==> src/rtl/uart_pkg.sv <==
// Shared types and helpers for the buffered UART transmitter.
//  tx_state_e : transmitter FSM states
//  parity_e   : parity mode encoding used by the PARITY parameter
//  frame_clks : clocks occupied by one complete frame on the line
package uart_pkg;

    typedef enum logic [2:0] {
        IDLE   = 3'd0,
        START  = 3'd1,
        DATA   = 3'd2,
        PARITY = 3'd3,
        STOP   = 3'd4
    } tx_state_e;

    typedef enum logic [1:0] {
        PAR_NONE = 2'd0,
        PAR_EVEN = 2'd1,
        PAR_ODD  = 2'd2
    } parity_e;

    // Start + data + optional parity + stop bits, each BAUD_DIV clocks long.
    function automatic int unsigned frame_clks(input int unsigned data_w,
                                               input int unsigned parity,
                                               input int unsigned stop_bits,
                                               input int unsigned baud_div);
        int unsigned par_bits;
        par_bits = (parity != 0) ? 32'd1 : 32'd0;
        return (32'd1 + data_w + par_bits + stop_bits) * baud_div;
    endfunction

endpackage

==> src/rtl/sync_fifo.sv <==
// Synchronous FIFO holding words waiting to be serialised.
//  clk, rst : clock, synchronous active-high reset (clears pointers and count)
//  push/din : enqueue din when not full
//  pop/dout : dequeue head; dout is the head word, valid while !empty
//  full, empty, count : registered occupancy status
module sync_fifo #(
    parameter int unsigned DATA_W = 8,
    parameter int unsigned DEPTH  = 4
) (
    input  logic                     clk,
    input  logic                     rst,
    input  logic                     push,
    input  logic                     pop,
    input  logic [DATA_W-1:0]        din,
    output logic [DATA_W-1:0]        dout,
    output logic                     full,
    output logic                     empty,
    output logic [$clog2(DEPTH):0]   count
);

    localparam int unsigned PTR_W = $clog2(DEPTH);
    localparam int unsigned CNT_W = PTR_W + 1;

    logic [DATA_W-1:0] mem_q [DEPTH];
    logic [PTR_W-1:0]  wr_ptr_q;
    logic [PTR_W-1:0]  rd_ptr_q;
    logic [CNT_W-1:0]  count_q;
    logic [CNT_W-1:0]  count_d;
    logic              full_q;
    logic              empty_q;
    logic              push_ok_c;
    logic              pop_ok_c;

    // A push while full is dropped even if a pop happens in the same cycle.
    assign push_ok_c = push && !full_q;
    assign pop_ok_c  = pop && !empty_q;

    // Occupancy update.
    always_comb begin
        count_d = count_q;
        case ({push_ok_c, pop_ok_c})
            2'b10:   count_d = count_q + CNT_W'(1);
            2'b01:   count_d = count_q - CNT_W'(1);
            default: count_d = count_q;
        endcase
    end

    // Pointers, count and status flags.
    always_ff @(posedge clk) begin
        if (rst) begin
            wr_ptr_q <= '0;
            rd_ptr_q <= '0;
            count_q  <= '0;
            full_q   <= 1'b0;
            empty_q  <= 1'b1;
        end else begin
            if (push_ok_c) begin
                wr_ptr_q <= wr_ptr_q + PTR_W'(1);
            end
            if (pop_ok_c) begin
                rd_ptr_q <= rd_ptr_q + PTR_W'(1);
            end
            count_q <= count_d;
            full_q  <= (count_d == CNT_W'(DEPTH));
            empty_q <= (count_d == '0);
        end
    end

    // Storage; contents need no reset since the pointers define validity.
    always_ff @(posedge clk) begin
        if (!rst && push_ok_c) begin
            mem_q[wr_ptr_q] <= din;
        end
    end

    assign dout  = mem_q[rd_ptr_q];
    assign full  = full_q;
    assign empty = empty_q;
    assign count = count_q;

endmodule

==> src/rtl/uart_tx_fifo.sv <==
// Buffered UART transmitter: queues words in a FIFO and sends them as
// contiguous frames (start, DATA_W bits LSB first, optional parity, stop bits).
//  clk, rst       : clock, synchronous active-high reset
//  wr_en, tx_data : push tx_data into the FIFO when not full
//  full, empty    : FIFO status
//  count          : words queued, excluding the frame in flight
//  busy           : a frame is in flight
//  tx_done        : one-clock pulse at the end of each frame's last stop bit
//  TX             : serial line, idles high
module uart_tx_fifo
    import uart_pkg::*;
#(
    parameter int unsigned DATA_W    = 8,
    parameter int unsigned DEPTH     = 4,
    parameter int unsigned BAUD_DIV  = 2604,
    parameter int unsigned PARITY    = 0,
    parameter int unsigned STOP_BITS = 1
) (
    input  logic                     clk,
    input  logic                     rst,
    input  logic                     wr_en,
    input  logic [DATA_W-1:0]        tx_data,
    output logic                     full,
    output logic                     empty,
    output logic [$clog2(DEPTH):0]   count,
    output logic                     busy,
    output logic                     tx_done,
    output logic                     TX
);

    localparam int unsigned BAUD_W   = $clog2(BAUD_DIV);
    localparam int unsigned BIT_W    = $clog2(DATA_W);
    localparam parity_e     PAR_MODE = parity_e'(2'(PARITY));
    localparam bit          HAS_PAR  = (PAR_MODE != PAR_NONE);

    tx_state_e          state_q, state_d;
    logic [BAUD_W-1:0]  baud_q, baud_d;
    logic [BIT_W-1:0]   bit_q, bit_d;
    logic               stop_q, stop_d;
    logic [DATA_W-1:0]  shift_q, shift_d;
    logic               par_q, par_d;
    logic               tx_q;
    logic               busy_q;
    logic               end_q;
    logic               done_q;

    logic               tx_c;
    logic               pop_c;
    logic               frame_end_c;
    logic               baud_last_c;
    logic               stop_last_c;
    logic [DATA_W-1:0]  fifo_dout;
    logic               fifo_empty;

    sync_fifo #(
        .DATA_W (DATA_W),
        .DEPTH  (DEPTH)
    ) u_fifo (
        .clk   (clk),
        .rst   (rst),
        .push  (wr_en),
        .pop   (pop_c),
        .din   (tx_data),
        .dout  (fifo_dout),
        .full  (full),
        .empty (fifo_empty),
        .count (count)
    );

    assign baud_last_c = (baud_q == BAUD_W'(BAUD_DIV - 1));
    assign stop_last_c = (STOP_BITS == 1) || stop_q;

    // Next state, counters, shift register and the line level for this bit slot.
    always_comb begin
        state_d     = state_q;
        baud_d      = baud_q;
        bit_d       = bit_q;
        stop_d      = stop_q;
        shift_d     = shift_q;
        par_d       = par_q;
        pop_c       = 1'b0;
        frame_end_c = 1'b0;
        tx_c        = 1'b1;

        if (state_q != IDLE) begin
            baud_d = baud_last_c ? '0 : baud_q + BAUD_W'(1);
        end

        case (state_q)
            IDLE: begin
                baud_d = '0;
                bit_d  = '0;
                stop_d = 1'b0;
                if (!fifo_empty) begin
                    pop_c   = 1'b1;
                    shift_d = fifo_dout;
                    par_d   = (PAR_MODE == PAR_ODD) ? ~^fifo_dout : ^fifo_dout;
                    state_d = START;
                end
            end

            START: begin
                tx_c = 1'b0;
                if (baud_last_c) begin
                    state_d = DATA;
                end
            end

            DATA: begin
                tx_c = shift_q[0];
                if (baud_last_c) begin
                    shift_d = {1'b0, shift_q[DATA_W-1:1]};
                    if (bit_q == BIT_W'(DATA_W - 1)) begin
                        bit_d   = '0;
                        state_d = HAS_PAR ? uart_pkg::PARITY : STOP;
                    end else begin
                        bit_d = bit_q + BIT_W'(1);
                    end
                end
            end

            uart_pkg::PARITY: begin
                tx_c = par_q;
                if (baud_last_c) begin
                    state_d = STOP;
                end
            end

            STOP: begin
                tx_c = 1'b1;
                if (baud_last_c) begin
                    if (stop_last_c) begin
                        stop_d      = 1'b0;
                        frame_end_c = 1'b1;
                        // Chain straight into the next frame when more words wait.
                        if (!fifo_empty) begin
                            pop_c   = 1'b1;
                            shift_d = fifo_dout;
                            par_d   = (PAR_MODE == PAR_ODD) ? ~^fifo_dout : ^fifo_dout;
                            state_d = START;
                        end else begin
                            state_d = IDLE;
                        end
                    end else begin
                        stop_d = 1'b1;
                    end
                end
            end

            default: begin
                state_d = IDLE;
            end
        endcase
    end

    // State and datapath registers. The line and done pulse are registered from
    // the current state, so TX trails the FSM by one clock; done is delayed by
    // two so that it lines up with the final stop clock leaving the TX flop.
    always_ff @(posedge clk) begin
        if (rst) begin
            state_q <= IDLE;
            baud_q  <= '0;
            bit_q   <= '0;
            stop_q  <= 1'b0;
            shift_q <= '0;
            par_q   <= 1'b0;
            tx_q    <= 1'b1;
            busy_q  <= 1'b0;
            end_q   <= 1'b0;
            done_q  <= 1'b0;
        end else begin
            state_q <= state_d;
            baud_q  <= baud_d;
            bit_q   <= bit_d;
            stop_q  <= stop_d;
            shift_q <= shift_d;
            par_q   <= par_d;
            tx_q    <= tx_c;
            busy_q  <= (state_d != IDLE);
            end_q   <= frame_end_c;
            done_q  <= end_q;
        end
    end

    assign empty   = fifo_empty;
    assign busy    = busy_q;
    assign tx_done = done_q;
    assign TX      = tx_q;

endmodule
==> config.mk <==
export PLATFORM = sky130hd
export DESIGN_NAME = uart_tx_fifo
export DESIGN_NICKNAME = d
export VERILOG_FILES = /design/src/rtl/uart_pkg.sv /design/src/rtl/sync_fifo.sv /design/src/rtl/uart_tx_fifo.sv
export SDC_FILE = /design/constraint.sdc
export NUM_CORES = 1
export LEC_CHECK = 0
export CORE_ASPECT_RATIO = 1.75
export CORE_MARGIN = 2
export CORE_UTILIZATION = 50
export CTS_CLUSTER_DIAMETER = 100
export DETAILED_ROUTE_END_ITERATION = 6
export PLACE_DENSITY = 0.69
export SETUP_SLACK_MARGIN = 0.2
export SYNTH_ARGS = -nofsm -noshare
export SYNTH_HDL_FRONTEND = slang
export SYNTH_HIERARCHICAL = 1
export SYNTH_SLANG_ARGS = --single-unit
==> constraint.sdc <==
create_clock -name clk -period 4.6 [get_ports clk]
set_clock_uncertainty 0.1 [all_clocks]
set_input_delay 0.92 -clock clk [delete_from_list [all_inputs] [get_ports clk]]
set_output_delay 0.92 -clock clk [all_outputs]
set_load 0.01 [all_outputs]
==> results of run 1 <==
## registers in the layout (all words and copies together) (netlist names), named ones only
name,cells
u_fifo/mem_q,32
tx_done,1
busy,1
par_q,1
u_fifo/count,3
shift_q,8
u_fifo/full,1
end_q,1
bit_q,3
TX,1
baud_q,12
u_fifo/empty,1
state_q,3
u_fifo/wr_ptr_q,2
u_fifo/rd_ptr_q,2
## cells by family (layout without fill, tap and decap cells)
kind of cell | count (synthesis) | count (layout)
muxes | 8 | 8
buffers and inverters | 27 | 50
xor gates and xnor gates | 20 | 20
AOI/OAI and AO/OA | 43 | 43
and+or+nand+nor | 84 | 84
DFF | 74 | 74
adders and majority gates | 9 | 9
## synth_stat cells (2+ instances only)
library cell  count
dfxtp_1          42
edfxtp_1         32
nor2_1           22
inv_1            15
nand2_1          15
xnor2_1          15
a21oi_1          12
a221oi_1          8
clkbuf_1          8
ha_1              8
mux4_2            8
o22ai_1           7
nand3b_1          6
or3_1             6
nor2b_1           5
nor3_1            5
xor2_1            5
and2_1            4
nand3_1           4
o21ai_0           4
buf_2             3
nand4_1           3
o31ai_1           3
a211oi_1          2
a31oi_1           2
nor4_1            2
or4b_1            2
## per-layer routing
metal	vias to the layer above	global-route usage [%]	part of all wire (%)
met5	-	0	0
met3	11	5.57	3.0
met4	0	9.32	2.3
met1	976	17.4	40
met2	26	31.5	55
li1	1009	-	-
## power by group through the flow
stage	logic, mW	registers, mW	clock network, mW
final	0.412	0.839	0.503
after global routing	0.462	0.853	0.545
after CTS	0.416	0.841	0.520
after detailed placement	0.415	0.856	0
after global placement	0.407	0.855	0
after floorplan	0.312	0.830	0
## final timing paths
path / from / endpoint / slack, ns / cells past startpoint
max: baud_q[2] / u_fifo/empty / 0.91 / 10
min: end_q / tx_done / 0.35 / 1
max reg2reg: baud_q[2] / u_fifo/empty / 0.91 / 10
min reg2reg: end_q / tx_done / 0.35 / 1
## area by class of cell
| type | count | area [um^2] | area share [%] |
|---|---|---|---|
| multi-input combinational | 164 | 1230 | 34.4 |
| timing repair buffer | 19 | 188 | 5.25 |
| inverter | 15 | 56.3 | 1.58 |
| tap | 80 | 100 | 2.80 |
| clock inverter | 7 | 76.3 | 2.14 |
| sequential | 74 | 1800 | 50.4 |
| clock buffer | 9 | 124 | 3.47 |
## stage by stage
step / cells / cell area, um^2 / power [mW]
floorplan: 265 / 3140 / 1.14
global placement: 352 / 3370 / 1.26
detailed placement: 352 / 3370 / 1.27
CTS: 368 / 3570 / 1.78
global route: 368 / 3570 / 1.86
finish: 368 / 3570 / 1.75
==> impl_metrics.py, run 1 <==
metrics = {
    "outcome": {
        "outcome": "complete, no violations",
    },
    "logic_synthesis": {
        "synth-simple-area-share_pct": 15.0,
        "yosysTopAreaCell": "edfxtp_1",
        "ys_seq_area_share_pct": 57.5,
        "synth_edf_count": 32,
        "synth_top_area_share_pct": 30.6,
        "ys_ff_latch": 74,
        "synth.distinct_cells": 44,
        "synth_compound_area_share_pct": 8.98,
        "synthMuxAreaShare_pct": 5.75,
        "yosysWarnings": 6,
        "syn_area_per_cell_um2": 11.8,
        "synthArstFlopShare_pct": 0,
        "synth_top_family_by_area": "simple AND/OR/NAND/NOR gates",
        "synth_fa_ha_area_share_pct": 3.83,
        "synth_area_leaders": "edfxtp_1 (31%), dfxtp_1 (27%), mux4_2 (5.7%)",
        "synth_cells": 265,
        "synth.net_count": 285,
        "ys.flop_type": "dfxtp_1",
        "synth-xor-area-share_pct": 5.59,
        "synth_area_mm2": 0.00314,
    },
    "clock_network": {
        "cts_resized": 0,
        "postCtsSetupBuffers": 0,
        "clock_latency_ns": 0.36,
        "holdBufCountCts": 0,
        "cts_max_level": 3,
        "clkTransAtPathRegs_ns": 0.08,
        "cts_tree": "built",
        "cts_num_sinks": 74,
        "cts_buffers": 9,
        "cts_root_buf": "clkbuf_8",
        "clock_path_buffers": 2,
    },
    "global_routing": {
        "grt_pass1_wl_um": 8960,
        "grt_pass1_vias": 1993,
        "antenna_found_initial": 0,
        "track_usage_pct": 17.4,
        "grt_overflow": 0,
        "grt_max_degree": 17,
    },
    "power_and_ir_drop": {
        "seqPwrFrac_pct": 47.8,
        "power_density_mw_per_mm2": 491,
        "p_sw_uw": 527,
        "clock_power_share_pct": 28.7,
        "combPwrFrac_pct": 23.5,
        "power.internal_mw": 1.23,
        "power.share.switching_pct": 30.0,
        "max-vdd-ir-drop_v": 0.000342,
        "leakagePower_nw": 1.19,
    },
    "sta": {
        "setup_slack_ns": 0.908,
        "tns_ns": 0,
        "finalCritPeriodShare_pct": 80.3,
        "setup_viol": 0,
        "fmax_ghz": 0.271,
        "slew_headroom_pct": 45.4,
        "hold-worst-slack_ns": 0.349,
        "hold_viol_final": 0,
        "tightest_slew_ns": 0.813,
        "final.min_clock_period_ns": 3.69,
        "drv_slew": 0,
        "rsz0062_at_grt": "no",
    },
    "route": {
        "wl_per_cell_um": 14.7,
        "dr.pass1.iters": 4,
        "num_vias": 2022,
        "drt_wl_total_um": 5410,
        "drc": 0,
        "drt_iter0_markers": 76,
        "routed_via_density": 5.49,
        "ant_nets": 0,
    },
    "hold_path": {
        "hold_path_class": "flip-flop to flip-flop",
    },
    "floorplan": {
        "initial_core_util_pct": 51.1,
        "rows": 38,
        "die_area_mm2": 0.00695,
        "die_h_um": 109,
        "core_mm2": 0.00613,
        "die_x_um": 63.9,
        "io_pins": 19,
    },
    "setup_path": {
        "critPathLaunchType": "flip-flop",
        "crit_type": "flip-flop to flip-flop",
        "cp-end-kind": "flip-flop",
        "cp.arrival_ns": 3.85,
        "cp_slowest_stage_delay_ns": 0.61,
        "cp_data_required_time_ns": 4.76,
        "crit_fanout": 10,
        "cpMaxStageDelayCell": "or4b_1",
        "crit_chain": "or4b_1, or3_1, a21oi_1, nor2b_1, ha_1, inv_1, fa_1, xor2_1, or4_4, and3_1",
        "critPathTopFamily": "simple AND/OR/NAND/NOR gates",
        "cp.buffers_inverters": 1,
    },
    "finish": {
        "final_common_cell": "dfxtp_1",
        "n_antenna_cell": 0,
        "drive_above_1_share_pct": 10.1,
        "layout_common_cells": "dfxtp_1 (42), edfxtp_1 (32), nor2_1 (22), clkdlybuf4s50_1 (18)",
        "final_util_pct": 58.3,
        "nets": 303,
        "fillerInstances": 509,
        "area_growth_syn_to_layout_pct": 14.0,
    },
    "placed_design": {
        "globalplace.congestion": 0.779,
        "dp_slack_ns": 0.946,
        "numPortBuffers": 18,
        "place_hpwl_um": 3870,
    },
    "run": {
        "cap_violations": 0,
    },
}
(Power assumes the default switching activity.)
==> run 2: changes to the inputs <==
--- a/config.mk
+++ b/config.mk
@@ -10,7 +10,7 @@
 export CORE_UTILIZATION = 50
 export CTS_CLUSTER_DIAMETER = 100
 export DETAILED_ROUTE_END_ITERATION = 6
-export PLACE_DENSITY = 0.69
+export PLACE_DENSITY = 0.72
 export SETUP_SLACK_MARGIN = 0.2
 export SYNTH_ARGS = -nofsm -noshare
 export SYNTH_HDL_FRONTEND = slang
==> constraint.sdc (replaced) <==
create_clock -name clk -period 3.1 [get_ports clk]
set_clock_uncertainty 0.1 [all_clocks]
set_input_delay 0.62 -clock clk [delete_from_list [all_inputs] [get_ports clk]]
set_output_delay 0.62 -clock clk [all_outputs]
set_load 0.01 [all_outputs]
==> run 2 against run 1 <==
Effect of this change:
- fmax is 20% higher
- non-clock buffer count is 21 higher
- clock power is 60% higher
- cell count is 5.7% higher
- combinational power is 76% higher
- sequential share of layout area is 2.9 points lower
- highest routed layer unchanged
==> impl_metrics.py, run 2 (same netlist as run 1, synthesis figures left out) <==
metrics = {
    "global_routing": {
        "grt_pass1_wl_um": 9940,
        "grt_max_degree": 18,
        "grt_pass1_vias": 2158,
        "antenna_found_initial": 0,
        "track_usage_pct": 19.2,
        "grt_overflow": 0,
    },
    "sta": {
        "slew_headroom_pct": 51.2,
        "rsz0062_at_grt": "yes",
        "hold_viol_final": 0,
        "fmax_ghz": 0.325,
        "final.min_clock_period_ns": 3.08,
        "drv_slew": 0,
        "setup_viol": 0,
        "tightest_slew_ns": 0.727,
        "setup_slack_ns": 0.0185,
        "finalCritPeriodShare_pct": 99.4,
    },
    "floorplan": {
        "rows": 38,
        "io_pins": 19,
        "die_h_um": 109,
        "core_mm2": 0.00613,
        "die_x_um": 63.9,
        "die_area_mm2": 0.00695,
        "initial_core_util_pct": 51.1,
    },
    "setup_path": {
        "rrSetupSlack_ns": 0.02,
        "endpoint": "u_fifo/empty",
        "crit_start": "baud_q[10]",
        "crit_fanout": 3,
        "critPathLaunchType": "flip-flop",
        "reg2reg_from": "baud_q[10]",
        "cp_data_required_time_ns": 3.25,
        "crit_type": "flip-flop to flip-flop",
        "cp-end-kind": "flip-flop",
        "r2r-end": "u_fifo/empty",
        "ff2ff_path_depth": 10,
        "cp.arrival_ns": 3.23,
    },
    "finish": {
        "drive_above_1_share_pct": 19.7,
        "n_antenna_cell": 0,
        "nets": 324,
        "largest_reg_flops": 32,
        "area_growth_syn_to_layout_pct": 21.2,
        "final_cells": 389,
        "reg_top3": "u_fifo/mem_q x32, baud_q x12, shift_q x8",
        "regMostFlops": "u_fifo/mem_q",
        "layout_common_cells": "dfxtp_1 (40), edfxtp_1 (32), nor2_1 (22), buf_4 (22), clkdlybuf4s50_1 (18)",
        "final_common_cell": "dfxtp_1",
    },
    "route": {
        "dr.pass1.iters": 4,
        "ant_nets": 0,
        "num_vias": 2132,
        "wl_per_cell_um": 15.0,
        "drt_wl_total_um": 5830,
        "drc": 0,
        "routed_via_density": 5.48,
        "drt_iter0_markers": 101,
    },
    "clock_network": {
        "clock_latency_ns": 0.35,
        "cts_max_level": 3,
        "clock_path_buffers": 2,
        "holdBufCountCts": 0,
        "cts_root_buf": "clkbuf_8",
        "cts_buffers": 9,
        "cts_tree": "built",
        "clkTransAtPathRegs_ns": 0.08,
        "cts_num_sinks": 74,
    },
    "hold_path": {
        "hold_path_class": "flip-flop to flip-flop",
    },
    "placed_design": {
        "dp_slack_ns": -0.0126,
        "numPortBuffers": 18,
        "place_hpwl_um": 4190,
        "dp_cells": 371,
        "globalplace.congestion": 0.796,
    },
    "run": {
        "cap_violations": 0,
    },
    "power_and_ir_drop": {
        "power_density_mw_per_mm2": 727,
        "leakagePower_nw": 1.31,
        "max-vdd-ir-drop_v": 0.000535,
    },
    "outcome": {
        "outcome": "complete, no violations",
    },
}
## run 2: cell count changes in the layout (fill, tap and decap cells not counted), moves of 2 or more
cell        before  now
dfxtp_2          0    2
inv_6            2    0
nor2b_1          5    3
clkinvlp_4       1    3
dfxtp_1         42   40
buf_4            1   22
## run 2: timing repair
item                                    in CTS  in global routing
resized for setup                            3                  1
setup buffers                                2                  0
pin swaps                                    1                  0
endpoints found under the setup margin       3                  4
## run 2: metal layers
metal	global-route usage [%]	vias to the layer above	share of wire, %
li1	-	1042	-
met5	0	-	0
met4	11.5	0	2.7
met3	4.64	13	2.9
met2	33.5	39	55
met1	20.7	1038	39
## run 2: final cells by class
class,count,area (um^2)
clock inverter,6,91.3
tap,80,100
inverter,15,56.3
multi-input combinational,164,1280
sequential,74,1800
clock buffer,10,128
timing repair buffer,40,345
fill,460,2330
## run 2: worst min path at each step
stage                from       to  slack [ns]  cells after the start
floorplan           end_q  tx_done        0.31                      1
detailed placement  end_q  tx_done        0.33                      1
global placement    end_q  tx_done        0.32                      1
finish              end_q  tx_done        0.34                      1
CTS                 end_q  tx_done        0.35                      1
global route        end_q  tx_done        0.38                      1
## run 2: per-stage QoR
| step | setup TNS, ns | hold WS (ns) | total power [mW] | area (um^2) | utilization (%) |
|---|---|---|---|---|---|
| final | 0 | 0.344 | 2.76 | 3800 | 62.0 |
| after global routing | -0.162 | 0.377 | 2.92 | 3800 | 62.0 |
| after CTS | 0 | 0.349 | 2.78 | 3800 | 61.9 |
| after global placement | 0 | 0.325 | 1.94 | 3560 | 58.0 |
| after detailed placement | -0.0126 | 0.331 | 1.96 | 3560 | 58.0 |
| after floorplan | -0.0730 | 0.314 | 1.72 | 3180 | - |
## run 2: where the power goes
group          internal, mW  switching [mW]  total [mW]
Sequential             1.13          0.0942        1.23
Combinational         0.375           0.352       0.727
Clock                 0.454           0.353       0.807
Total                  1.96           0.799        2.76
## run 2: critical path, stage by stage (launching register included)
cell	delay (ns)
dfxtp_1	0.31
or4b_4	0.53
or3_4	0.42
a21oi_4	0.13
nor2b_4	0.19
ha_4	0.15
inv_2	0.03
fa_2	0.33
xor2_1	0.16
or4_4	0.44
and3_1	0.19
